--- config.mk ---
export PLATFORM = sky130hd
export DESIGN_NAME = lfsr_crc_arbiter
export DESIGN_NICKNAME = d
export VERILOG_FILES = /design/src/rtl/lfsr_crc_arbiter.sv
export SDC_FILE = /design/constraint.sdc
export NUM_CORES = 1
export LEC_CHECK = 0
export CORE_MARGIN = 3
export CORE_UTILIZATION = 40
export DETAILED_ROUTE_END_ITERATION = 8
export SLEW_MARGIN = 20
export SYNTH_ARGS = -nofsm -noshare
export SYNTH_HDL_FRONTEND = slang
export SYNTH_SLANG_ARGS = --single-unit
--- constraint.sdc ---
create_clock -name clk -period 3.5 [get_ports clk]
set_input_delay 0.7 -clock clk [delete_from_list [all_inputs] [get_ports clk]]
set_output_delay 0.7 -clock clk [all_outputs]
set_load 0.01 [all_outputs]
--- src/rtl/lfsr_crc_arbiter.sv ---
// Round-robin arbiter sharing one parallel LFSR/CRC datapath among PORTS stream sources.
// Each grant covers a whole frame; the final CRC and source port go out on a valid/ready result.

module lfsr #(
  parameter int                    LFSR_WIDTH  = 32,
  parameter logic [LFSR_WIDTH-1:0] LFSR_POLY   = 32'h04c11db7,
  parameter                        LFSR_CONFIG = "GALOIS",
  parameter bit                    REVERSE     = 1'b1,
  parameter int                    DATA_WIDTH  = 8,
  parameter                        STYLE       = "AUTO"
) (
  input  logic [DATA_WIDTH-1:0] data_in,
  input  logic [LFSR_WIDTH-1:0] state_in,
  output logic [LFSR_WIDTH-1:0] state_out
);

  function automatic logic [LFSR_WIDTH-1:0] bit_rev(input logic [LFSR_WIDTH-1:0] v);
    logic [LFSR_WIDTH-1:0] r;
    r = '0;
    for (int i = 0; i < LFSR_WIDTH; i++) r[i] = v[LFSR_WIDTH-1-i];
    return r;
  endfunction

  // A reflected register is the MSB-first shifter viewed through a bit reversal,
  // so REVERSE only mirrors the state and feeds data LSB first.
  function automatic logic [LFSR_WIDTH-1:0] lfsr_step(input logic [LFSR_WIDTH-1:0] s,
                                                       input logic [DATA_WIDTH-1:0] d);
    logic [LFSR_WIDTH-1:0] st;
    logic                  db;
    logic                  fb;
    st = REVERSE ? bit_rev(s) : s;
    for (int i = 0; i < DATA_WIDTH; i++) begin
      db = REVERSE ? d[i] : d[DATA_WIDTH-1-i];
      if (LFSR_CONFIG == "GALOIS") begin
        fb = st[LFSR_WIDTH-1] ^ db;
        st = {st[LFSR_WIDTH-2:0], 1'b0};
        if (fb) st = st ^ LFSR_POLY;
      end else begin
        fb = db ^ (^(st & {1'b1, LFSR_POLY[LFSR_WIDTH-1:1]}));
        st = {st[LFSR_WIDTH-2:0], fb};
      end
    end
    return REVERSE ? bit_rev(st) : st;
  endfunction

  // Both styles unroll to the same XOR network; LOOP keeps it inside a process.
  generate
    if (STYLE == "LOOP") begin : g_loop
      always_comb state_out = lfsr_step(state_in, data_in);
    end else begin : g_flat
      assign state_out = lfsr_step(state_in, data_in);
    end
  endgenerate

endmodule

module lfsr_crc_arbiter #(
  parameter int                    PORTS       = 4,
  parameter int                    DATA_WIDTH  = 8,
  parameter int                    LFSR_WIDTH  = 32,
  parameter logic [LFSR_WIDTH-1:0] LFSR_POLY   = 32'h04c11db7,
  parameter logic [LFSR_WIDTH-1:0] LFSR_INIT   = {LFSR_WIDTH{1'b1}},
  parameter                        LFSR_CONFIG = "GALOIS",
  parameter bit                    REVERSE     = 1'b1,
  parameter bit                    INVERT      = 1'b1,
  parameter                        STYLE       = "AUTO"
) (
  input  logic                        clk,
  input  logic                        rst_n,
  input  logic [PORTS*DATA_WIDTH-1:0] s_data,
  input  logic [PORTS-1:0]            s_valid,
  input  logic [PORTS-1:0]            s_last,
  output logic [PORTS-1:0]            s_ready,
  output logic [LFSR_WIDTH-1:0]       m_crc,
  output logic [$clog2(PORTS)-1:0]    m_port,
  output logic                        m_valid,
  input  logic                        m_ready
);

  localparam int PW = $clog2(PORTS);

  typedef enum logic [1:0] {IDLE, BUSY, DONE} state_t;

  state_t                state;
  state_t                state_next;
  logic [PW-1:0]         grant;
  logic [PW-1:0]         last_grant;
  logic [PW-1:0]         pick;
  logic [PW-1:0]         cand;
  logic [LFSR_WIDTH-1:0] state_reg;
  logic [LFSR_WIDTH-1:0] lfsr_next;
  logic [DATA_WIDTH-1:0] beat_data;
  logic                  beat;

  assign beat_data = s_data[grant*DATA_WIDTH +: DATA_WIDTH];
  assign beat      = (state == BUSY) && s_valid[grant];

  lfsr #(
    .LFSR_WIDTH (LFSR_WIDTH),
    .LFSR_POLY  (LFSR_POLY),
    .LFSR_CONFIG(LFSR_CONFIG),
    .REVERSE    (REVERSE),
    .DATA_WIDTH (DATA_WIDTH),
    .STYLE      (STYLE)
  ) lfsr_inst (
    .data_in  (beat_data),
    .state_in (state_reg),
    .state_out(lfsr_next)
  );

  // First requester strictly after the previous grant, wrapping around.
  always_comb begin
    pick = last_grant;
    cand = '0;
    for (int k = PORTS; k >= 1; k--) begin
      cand = PW'((int'(last_grant) + k) % PORTS);
      if (s_valid[cand]) pick = cand;
    end
  end

  always_ff @(posedge clk or negedge rst_n) begin
    if (!rst_n) state <= IDLE;
    else        state <= state_next;
  end

  always_comb begin
    state_next = state;
    s_ready    = '0;
    m_valid    = 1'b0;
    case (state)
      IDLE: if (|s_valid) state_next = BUSY;
      BUSY: begin
        s_ready[grant] = 1'b1;
        if (s_valid[grant] && s_last[grant]) state_next = DONE;
      end
      DONE: begin
        m_valid = 1'b1;
        if (m_ready) state_next = IDLE;
      end
      default: state_next = IDLE;
    endcase
  end

  always_ff @(posedge clk or negedge rst_n) begin
    if (!rst_n) begin
      grant      <= '0;
      last_grant <= PW'(PORTS-1);
      state_reg  <= LFSR_INIT;
      m_crc      <= '0;
      m_port     <= '0;
    end else if (state == IDLE) begin
      if (|s_valid) begin
        grant      <= pick;
        last_grant <= pick;
        state_reg  <= LFSR_INIT;
      end
    end else if (beat) begin
      state_reg <= lfsr_next;
      if (s_last[grant]) begin
        m_crc  <= INVERT ? ~lfsr_next : lfsr_next;
        m_port <= grant;
      end
    end
  end

endmodule

After elaboration in Yosys (flattened, before gate mapping)
Index checks and enable logic that the tools add are counted.

word-level totals
  register bits = 72
  input port bits = 43
  output and inout port bits = 39

operators by class
  add/subtract/negate cells = 4
  order comparisons = 6
  equality and inequality tests = 5
  shifts and indexed selects = 1
  mux-type cells = 35
  bitwise operators = 18
  reduce and logical (&&, ||, !) cells = 10

operators by type and width
  cell                 number
  $mux 27              8
  $not 14->14          8
  $mux 32              3
  $not 32->32          1
  $shiftx 32x6->8      1
  $lt 2x3->1 const B   5
  $mux 2               7
  $bmux 1 s2           6
  $mux 1               8
  $xor 1x1->1          8
  $pmux 2 s3           1
  $reduce_and 3->1     2
  $add 2x1->2 const B  2
  $add 2x2->2 const B  2
  $mux 4               1
  $ne 2x2->1 const B   2
  $reduce_and 2->1     2
  $reduce_or 4->1      1
  $logic_and 1x1->1    3
  $demux 1 s2          1
  $eq 2x1->1 const B   1
  $eq 2x2->1 const B   1
  $ge 2x1->1 const B   1
  $logic_not 2->1      1
  other kinds (3)      3

Depth between registers and ports, before layout
Gate-level depths: netlist of the first run.

  depth in word-level cells = 19
  mapped depth = 8
  gate-level depth less buffers = 6

Hierarchy
Synthesis of the first run repeated with hierarchy kept, for this count alone.

unflattened totals
  cell total of the unflattened synthesis = 372
  area, all modules = 4189.0 µm²

modules (own cells, without submodules)
  module            instances  cells an instance  area each (µm²)
  lfsr_crc_arbiter  1          302                3275.6
  lfsr              1          70                 913.4

Worst setup path after synthesis of the first run
Ideal clock, no wire load.

  path kind = input-to-reg
  start point = in s_data[29]
  end point = reg m_crc[19]
  setup time = 0.125 ns
  data arrival time = 2.669 ns
  slack = 0.706 ns
  stages on the path = 6
  path buffers = 0
  cell sequence = mux4_2 -> xnor2_4 -> xnor3_2 -> xor2_1 -> xnor2_1 -> mux2_2

on the way
  cells in the longest elaborated chain, start to end = 8

RTL lines
  item                    RTL line  source
  start: declaration      70        input logic [PORTS*DATA_WIDTH-1:0] s_data,
  $shiftx 32x6->8 (*)     95        assign beat_data = s_data[grant*DATA_WIDTH +: DATA_WIDTH];
  $xor 1x1->1 (*)         35        fb = st[LFSR_WIDTH-1] ^ db;
  $mux 27 (*)             37        if (fb) st = st ^ LFSR_POLY;
  $not 14->14 (no line)   -
  $mux 27 (*)             37
  $not 14->14 (no line)   -
  $mux 27 (*)             37
  $not 32->32 (*)         160       m_crc <= INVERT ? ~lfsr_next : lfsr_next;
  end signal: assignment  160
  end: declaration        74        output logic [LFSR_WIDTH-1:0] m_crc,

Mark *: on every way between the ends. The rest lies on a longest branch, timed or not.
A chain may end at the register's enable or synchronous reset.

Worst setup path after layout of the first run
  start point = reg grant[0]
  end point = reg m_crc[19]

on the way
  cells in the longest elaborated chain, start to end = 16
  elaborated cells between the ends (all ways) = 28
  classes of those cells = shift (1); mux (12); bitwise (13); reduce/logical (2)

RTL lines
  item                      RTL line  source
  start: declaration        86        logic [PW-1:0] grant;
  start signal: assignment  153       grant <= pick;
  $shiftx 32x6->8           95
  $xor 1x1->1               35
  $mux 27 (2 in a row)      37
  $not 14->14 (no line)     -
  $mux 27                   37
  $not 14->14 (no line)     -
  $mux 27 (2 in a row)      37
  $not 14->14 (no line)     -
  $mux 27                   37
  $not 14->14 (no line)     -
  $mux 27                   37
  $not 14->14 (no line)     -
  $mux 27                   37
  $not 32->32               160

Several ways; a longest one is shown, not always the timed one. The select of a mux whose other input is x is not followed.

==> results.json, run 1 <==
{
  "postCtsResizedCells": 0,
  "final.setup.tns_ns": 0,
  "async_flop_share_pct": 100,
  "boundaryPins": 82,
  "final_nets": 452,
  "synth-edff-count": 0,
  "post-route-period-util_pct": 82.9,
  "synth_ff_type": "dfrtp_1",
  "hpwlAfterDp_um": 6640,
  "areaGrowthSynthToFinish_pct": 31.6,
  "routedWlPerCell_um": 16.4,
  "max_freq_mhz": 345,
  "hold_viol_final": 0,
  "final-seq-area_mm2": 0.00184,
  "tightest_slew_ns": 0.732,
  "worstHoldPathType": "in -> async",
  "cts.sinks": 72,
  "drt_wl_total_um": 8930,
  "die_w_um": 105,
  "diodes": 0,
  "cts-root-buf": "clkbuf_8",
  "row_count": 35,
  "io_buffers": 81,
  "clock_latency_ns": 0.35,
  "setup_viol": 0,
  "layout_common_cells": "clkdlybuf4s50_1, dfrtp_1, a21oi_1",
  "syn-num-nets": 367,
  "status": "complete, no violations",
  "grt.total_usage_pct": 17.5,
  "yosysWarnings": 0,
  "ys_ff_latch": 72,
  "clk_pin_slew_ns": 0.08,
  "gp_congestion": 0.843,
  "max_slew_margin_pct": 51.2,
  "cap_violations": 0,
  "largest_reg_flops": 34,
  "grt_pass1_vias": 2943,
  "drc": 0,
  "skew_ns": 0.0132,
  "initial_core_util_pct": 41.9,
  "drt_iter0_drc": 84,
  "cp.required_ns": 3.74,
  "grt_first_pass_wirelength_um": 15100,
  "ant_nets": 0,
  "post-cts-setup-buffer-count": 0,
  "syn_area_per_cell_um2": 12.2,
  "multiInputGateArea_mm2": 0.00201,
  "n_fill_cell": 838,
  "grt_setup_unrepaired": "no",
  "cts_buffers": 9,
  "mostFrequentLayoutCell": "clkdlybuf4s50_1",
  "crit_fanout": 10,
  "vias_per_cell": 5.00,
  "end_kind": "flip-flop",
  "core_mm2": 0.00942,
  "dieArea_mm2": 0.0111,
  "cts_tree": "built",
  "crit_type": "reg -> reg",
  "ys_types": 34,
  "drv_slew": 0,
  "antenna_found_initial": 0,
  "min_period_ns": 2.90,
  "grt.overflow.total": 0,
  "synth_area_mm2": 0.00394,
  "postSynthCellCount": 324,
  "fp.dieH_um": 105,
  "route.vias.total": 2717,
  "arrival_ns": 3.14,
  "startpoint_type": "flip-flop",
  "drive_above_1_share_pct": 28.5,
  "grt_max_degree": 65,
  "cts_hold_buf": 0,
  "firstDrtPassIters": 4,
  "seq_area_frac_synth_pct": 46.8,
  "h-tree-depth": 3,
  "cts.path.max_buffers": 2
}
## area by class of cell
class	instances	share of cell area, %
clock buffers	12	2.99
clock inverters	4	1.91
inverters	5	0.362
multi-input cells	229	38.7
flip-flops and latches	72	35.6
well taps	129	3.11
repair buffers	92	17.4
## layer usage
layer / vias to the layer above / share of wire (%) / global-route usage [%]
met1: 1352 / 44 / 22.5
li1: 1291 / - / -
met2: 68 / 49 / 28.7
met5: - / 0 / 0
met4: 0 / 0.85 / 4.40
met3: 6 / 5.8 / 5.39
## path summary, 6_finish.rpt
check                               start       endpoint  slack (ns)  cells past startpoint
worst min-delay path                rst_n       m_crc[7]        0.40                      1
worst max register to register   grant[0]      m_crc[19]        0.60                      6
max in group asynchronous           rst_n  state_reg[20]        2.35                      2
worst min register to register  m_crc[20]      m_crc[20]        0.49                      2
worst max-delay path             grant[0]      m_crc[19]        0.60                      6
min in group clk                m_crc[20]      m_crc[20]        0.49                      2
## stage by stage
stage                     cells  util (%)  hold slack, ns  area [um2]  worst slack (ns)
after floorplan             324         -           0.404        3940             0.706
after global placement      527      52.4           0.468        4930             0.297
after detailed placement    527      52.4           0.475        4930             0.249
after CTS                   543      55.1           0.427        5190             0.542
after global routing        543      55.1           0.448        5190             0.371
final                       543      55.1           0.400        5190             0.600
## synthesized netlist by cell type (all sizes together) (2+ instances only)
cell type / count / area share (%)
inv: 5 / 0.48
mux2: 29 / 8.3
xor2: 24 / 6.2
buf: 4 / 0.79
nand2: 14 / 1.3
and3: 2 / 0.32
a21oi: 35 / 4.4
dfrtp: 38 / 24
o21ai: 11 / 1.4
dfstp: 34 / 23
nor2b: 2 / 0.32
a21o: 4 / 0.76
xnor2: 45 / 14
nor2: 14 / 1.3
clkbuf: 14 / 1.3
mux4: 10 / 5.7
nor3: 28 / 3.6
## cell families after synthesis
group                     share of synthesized area, %
xor gates and xnor gates                          21.5
AOI/OAI and AO/OA                                 7.59
buffers and inverters                             2.60
and+or+nand+nor                                   7.49
muxes                                             14.0
DFF                                               46.8
## critical path: stages (launching register included)
cell     delay, ns
dfrtp_1       0.67
mux4_2        0.65
xnor2_4       0.30
xnor3_2       0.47
xor2_1        0.29
xnor2_1       0.13
mux2_2        0.27
Power of run 1 is left out: the tool's default activity adds up to more than one toggle a clock period on the data nets, which glitch-free logic cannot reach.
==> inputs of run 2 (changes only) <==
--- a/config.mk
+++ b/config.mk
@@ -8,6 +8,7 @@
 export CORE_MARGIN = 3
 export CORE_UTILIZATION = 40
 export DETAILED_ROUTE_END_ITERATION = 8
+export PLACE_DENSITY = 0.67
 export SLEW_MARGIN = 20
 export SYNTH_ARGS = -nofsm -noshare
 export SYNTH_HDL_FRONTEND = slang
==> constraint.sdc (replaced) <==
create_clock -name clk -period 2.55 [get_ports clk]
set_input_delay 0.51 -clock clk [delete_from_list [all_inputs] [get_ports clk]]
set_output_delay 0.51 -clock clk [all_outputs]
set_load 0.01 [all_outputs]
==> results.json, run 2 (synthesis results as in run 1) <==
{
  "clock_latency_ns": 0.35,
  "routedWlPerCell_um": 15.8,
  "drt_wl_total_um": 9280,
  "grt_max_degree": 73,
  "cts_hold_buf": 0,
  "grt.overflow.total": 0,
  "crit_type": "in -> reg",
  "cp.required_ns": 2.78,
  "grt.total_usage_pct": 17.3,
  "path_cells": "clkdlybuf4s50_1, mux4_2, xnor2_4, xor3_2, xor2_2, xnor2_1, mux2_2",
  "max_slew_margin_pct": 58.6,
  "startpoint": "s_data[2]",
  "cp_slowest_stage_delay_ns": 0.55,
  "fin_area_mm2": 0.00562,
  "max_freq_mhz": 395,
  "drc": 0,
  "slowest_stage": "xor3_2",
  "grt_first_pass_wirelength_um": 14900,
  "grt_pass1_vias": 3024,
  "fp.dieH_um": 105,
  "arrival_ns": 2.77,
  "top_layer": "met4",
  "areaGrowthSynthToFinish_pct": 42.5,
  "dieArea_mm2": 0.0111,
  "core_mm2": 0.00942,
  "drt_iter0_drc": 110,
  "hpwlAfterDp_um": 6810,
  "final.setup.tns_ns": 0,
  "skew_ns": 0.00883,
  "startpoint_type": "input port",
  "diodes": 0,
  "die_w_um": 105,
  "clk_pin_slew_ns": 0.08,
  "initial_core_util_pct": 41.9,
  "worstHoldPathType": "in -> async",
  "route.vias.total": 2928,
  "cts_buffers": 9,
  "firstDrtPassIters": 4,
  "met2WireLength_um": 4540,
  "cts-root-buf": "clkbuf_8",
  "r2r_start": "grant[0]",
  "layout_common_cells": "clkdlybuf4s50_1, buf_4, dfrtp_1",
  "crit_fanout": 4,
  "post-route-period-util_pct": 99.4,
  "gp_congestion": 0.774,
  "io_buffers": 81,
  "detailed_place.area_mm2": 0.00527,
  "largest_reg_flops": 34,
  "wl_met1_um": 4120,
  "cts.sinks": 72,
  "setup_viol": 0,
  "final_util_pct": 59.7,
  "hold_viol_final": 0,
  "boundaryPins": 82,
  "h-tree-depth": 3,
  "min_period_ns": 2.53,
  "cts.path.max_buffers": 2,
  "vias_per_cell": 4.99,
  "drive_above_1_share_pct": 37.3,
  "final_nets": 496,
  "dr_wl_met3_um": 518,
  "mostFrequentLayoutCell": "clkdlybuf4s50_1",
  "status": "complete, no violations",
  "antenna_found_initial": 0,
  "ant_nets": 0,
  "cap_violations": 0,
  "row_count": 35,
  "tightest_slew_ns": 0.620,
  "grt_setup_unrepaired": "yes",
  "end_kind": "flip-flop",
  "cts_tree": "built",
  "drv_slew": 0
}
run 2: final timing paths:
kind / slack (ns) / endpoint / depth (start not counted)
min in group clk: 0.49 / m_crc[27] / 2
max reg2reg: 0.02 / m_crc[19] / 7
min: 0.19 / m_crc[30] / 2
max: 0.02 / m_crc[19] / 7
min reg2reg: 0.49 / m_crc[27] / 2
max in group asynchronous: 2.04 / state_reg[29] / 2
run 2: final cells by class:
type                       count  area (um2)
inverter                       5        18.8
timing repair buffer         136        1280
tap                          129         161
fill                         764        3800
multi-input combinational    229        2090
sequential                    72        1850
clock inverter                 6        82.6
clock buffer                  10         138
run 2: timing repair:
item | in CTS | in global routing
resized for setup | 1 | 11
cloned | 0 | 0
endpoints found under the setup margin | 3 | 12
setup buffers | 1 | 4
pin swaps | 3 | 5
run 2: per-stage QoR:
stage                     hold WS (ns)  cells  setup slack (ns)
final                            0.189    587            0.0154
after CTS                        0.181    583          -0.00818
after global placement           0.468    566            -0.367
after global routing             0.195    587           -0.0499
after detailed placement         0.477    566            -0.404
after floorplan                  0.214    324          -0.00762
run 2: worst max-delay path, delay by kind of cell:
family / cells / cell delay, ns
xor+xnor: 4 / 1.06
buf+inv: 1 / 0.40
mux: 2 / 0.79
run 2: metal layers:
metal	vias to the layer above	global-route usage, %
met5	-	0
met4	0	4.78
met3	11	5.45
met2	89	28.1
met1	1446	22.2
li1	1382	-
Power of run 2 is left out for the same reason.
==> inputs of run 3 (changes only) <==
--- a/config.mk
+++ b/config.mk
@@ -5,10 +5,12 @@
 export SDC_FILE = /design/constraint.sdc
 export NUM_CORES = 1
 export LEC_CHECK = 0
+export CELL_PAD_IN_SITES_DETAIL_PLACEMENT = 0
+export CELL_PAD_IN_SITES_GLOBAL_PLACEMENT = 1
 export CORE_MARGIN = 3
-export CORE_UTILIZATION = 40
+export CORE_UTILIZATION = 37
 export DETAILED_ROUTE_END_ITERATION = 8
-export PLACE_DENSITY = 0.67
+export PLACE_DENSITY_LB_ADDON = 0.1
 export SLEW_MARGIN = 20
 export SYNTH_ARGS = -nofsm -noshare
 export SYNTH_HDL_FRONTEND = slang
==> results.json, run 3 (synthesis results as in run 1) <==
{
  "grt_setup_unrepaired": "yes",
  "boundaryPins": 82,
  "final-seq-area_mm2": 0.00185,
  "critPathBufInv": 1,
  "dieArea_mm2": 0.0119,
  "mostFrequentLayoutCell": "clkdlybuf4s50_1",
  "drt_iter0_drc": 75,
  "cts_buffers": 9,
  "gp_congestion": 0.792,
  "whs_ns": 0.172,
  "fin_area_mm2": 0.00577,
  "vias_per_cell": 4.81,
  "use_met3_pct": 3.79,
  "initial_core_util_pct": 38.2,
  "place_inst": 578,
  "clk_pin_slew_ns": 0.08,
  "r2r_slack_ns": 0.02,
  "use_met2_pct": 27.3,
  "startpoint_type": "input port",
  "drt_wl_total_um": 9500,
  "ant_nets": 0,
  "hpwlAfterDp_um": 6930,
  "core_mm2": 0.0103,
  "cap_violations": 0,
  "firstDrtPassIters": 4,
  "grt_max_degree": 73,
  "reg2regPathDepth": 8,
  "cp.required_ns": 2.80,
  "drive_above_1_share_pct": 38.7,
  "max_slew_margin_pct": 59.3,
  "startpoint": "s_data[24]",
  "cts.path.max_buffers": 2,
  "max_freq_mhz": 395,
  "cts-root-buf": "clkbuf_8",
  "clock_latency_ns": 0.36,
  "multiInputGateArea_mm2": 0.00216,
  "row_count": 37,
  "arrival_ns": 2.79,
  "grt_pass1_vias": 3006,
  "grt_first_pass_wirelength_um": 15400,
  "grt.overflow.total": 0,
  "largest_reg_flops": 34,
  "reg2reg_to": "m_crc[21]",
  "skew_ns": 0.0138,
  "final.setup.tns_ns": 0,
  "drv_slew": 0,
  "antenna_found_initial": 0,
  "layout_common_cells": "clkdlybuf4s50_1, buf_4, dfrtp_1",
  "end_kind": "flip-flop",
  "setup_viol": 0,
  "cp-endpoint": "m_crc[19]",
  "min_period_ns": 2.53,
  "routedWlPerCell_um": 15.9,
  "route.vias.total": 2879,
  "r2r_start": "grant[0]",
  "cp_num_cells": 7,
  "h-tree-depth": 3,
  "busiest_layer": "met2",
  "tightest_slew_ns": 0.610,
  "cts_tree": "built",
  "path_delay_family": "XOR/XNOR gates",
  "hold_viol_final": 0,
  "drc": 0,
  "slowest_stage": "mux4_2",
  "die_w_um": 109,
  "stdcell_count": 598,
  "detailed_place.area_mm2": 0.00532,
  "n_fill_cell": 887,
  "cts.sinks": 72,
  "cts_hold_buf": 0,
  "crit_fanout": 4,
  "path_cells": "clkdlybuf4s50_1, mux4_2, xnor2_4, xnor3_2, xor2_2, xnor2_1, mux2_2",
  "io_buffers": 81,
  "crit_type": "in -> reg",
  "worstHoldPathType": "in -> async",
  "grt.total_usage_pct": 17.3,
  "diodes": 0,
  "status": "complete, no violations",
  "final_nets": 500,
  "post-route-period-util_pct": 99.3,
  "cp_slowest_stage_delay_ns": 0.54,
  "areaGrowthSynthToFinish_pct": 46.4,
  "fp.dieH_um": 109,
  "use_met1_pct": 23.2
}
-- run 3: repair_timing --
action	CTS	global route
buffers inserted	3	3
resized for setup	8	20
setup endpoints to repair	38	28
pin swaps	3	12
-- run 3: final cells by class --
cell class,count,share of cell area (%)
Tap cell,136,2.95
Clock inverter,3,1.56
Inverter,5,0.325
Multi-Input combinational cell,229,37.5
Clock buffer,13,2.58
Timing Repair Buffer,140,23.1
Sequential cell,72,32.0
-- run 3: metal layers --
metal	up-vias	wire length [um]
li1	1382	-
met1	1398	4260
met2	85	4530
met3	14	547
met4	0	155
met5	-	0
-- run 3: per-stage QoR --
step / setup slack (ns) / util, %
floorplan: -0.00762 / -
global placement: -0.359 / 51.5
detailed placement: -0.405 / 51.5
CTS: -0.0266 / 54.5
global route: -0.101 / 55.9
finish: 0.0168 / 55.9
-- run 3: worst min-delay path by stage --
stage / startpoint / end / slack, ns / cells past startpoint
after floorplan: rst_n / grant[0] / 0.21 / 0
after global placement: m_crc[27] / m_crc[27] / 0.47 / 2
after detailed placement: m_crc[23] / m_crc[23] / 0.48 / 2
after CTS: rst_n / m_crc[14] / 0.18 / 2
after global routing: rst_n / m_crc[14] / 0.20 / 2
final: rst_n / m_crc[14] / 0.17 / 2
Power of run 3 is left out for the same reason.
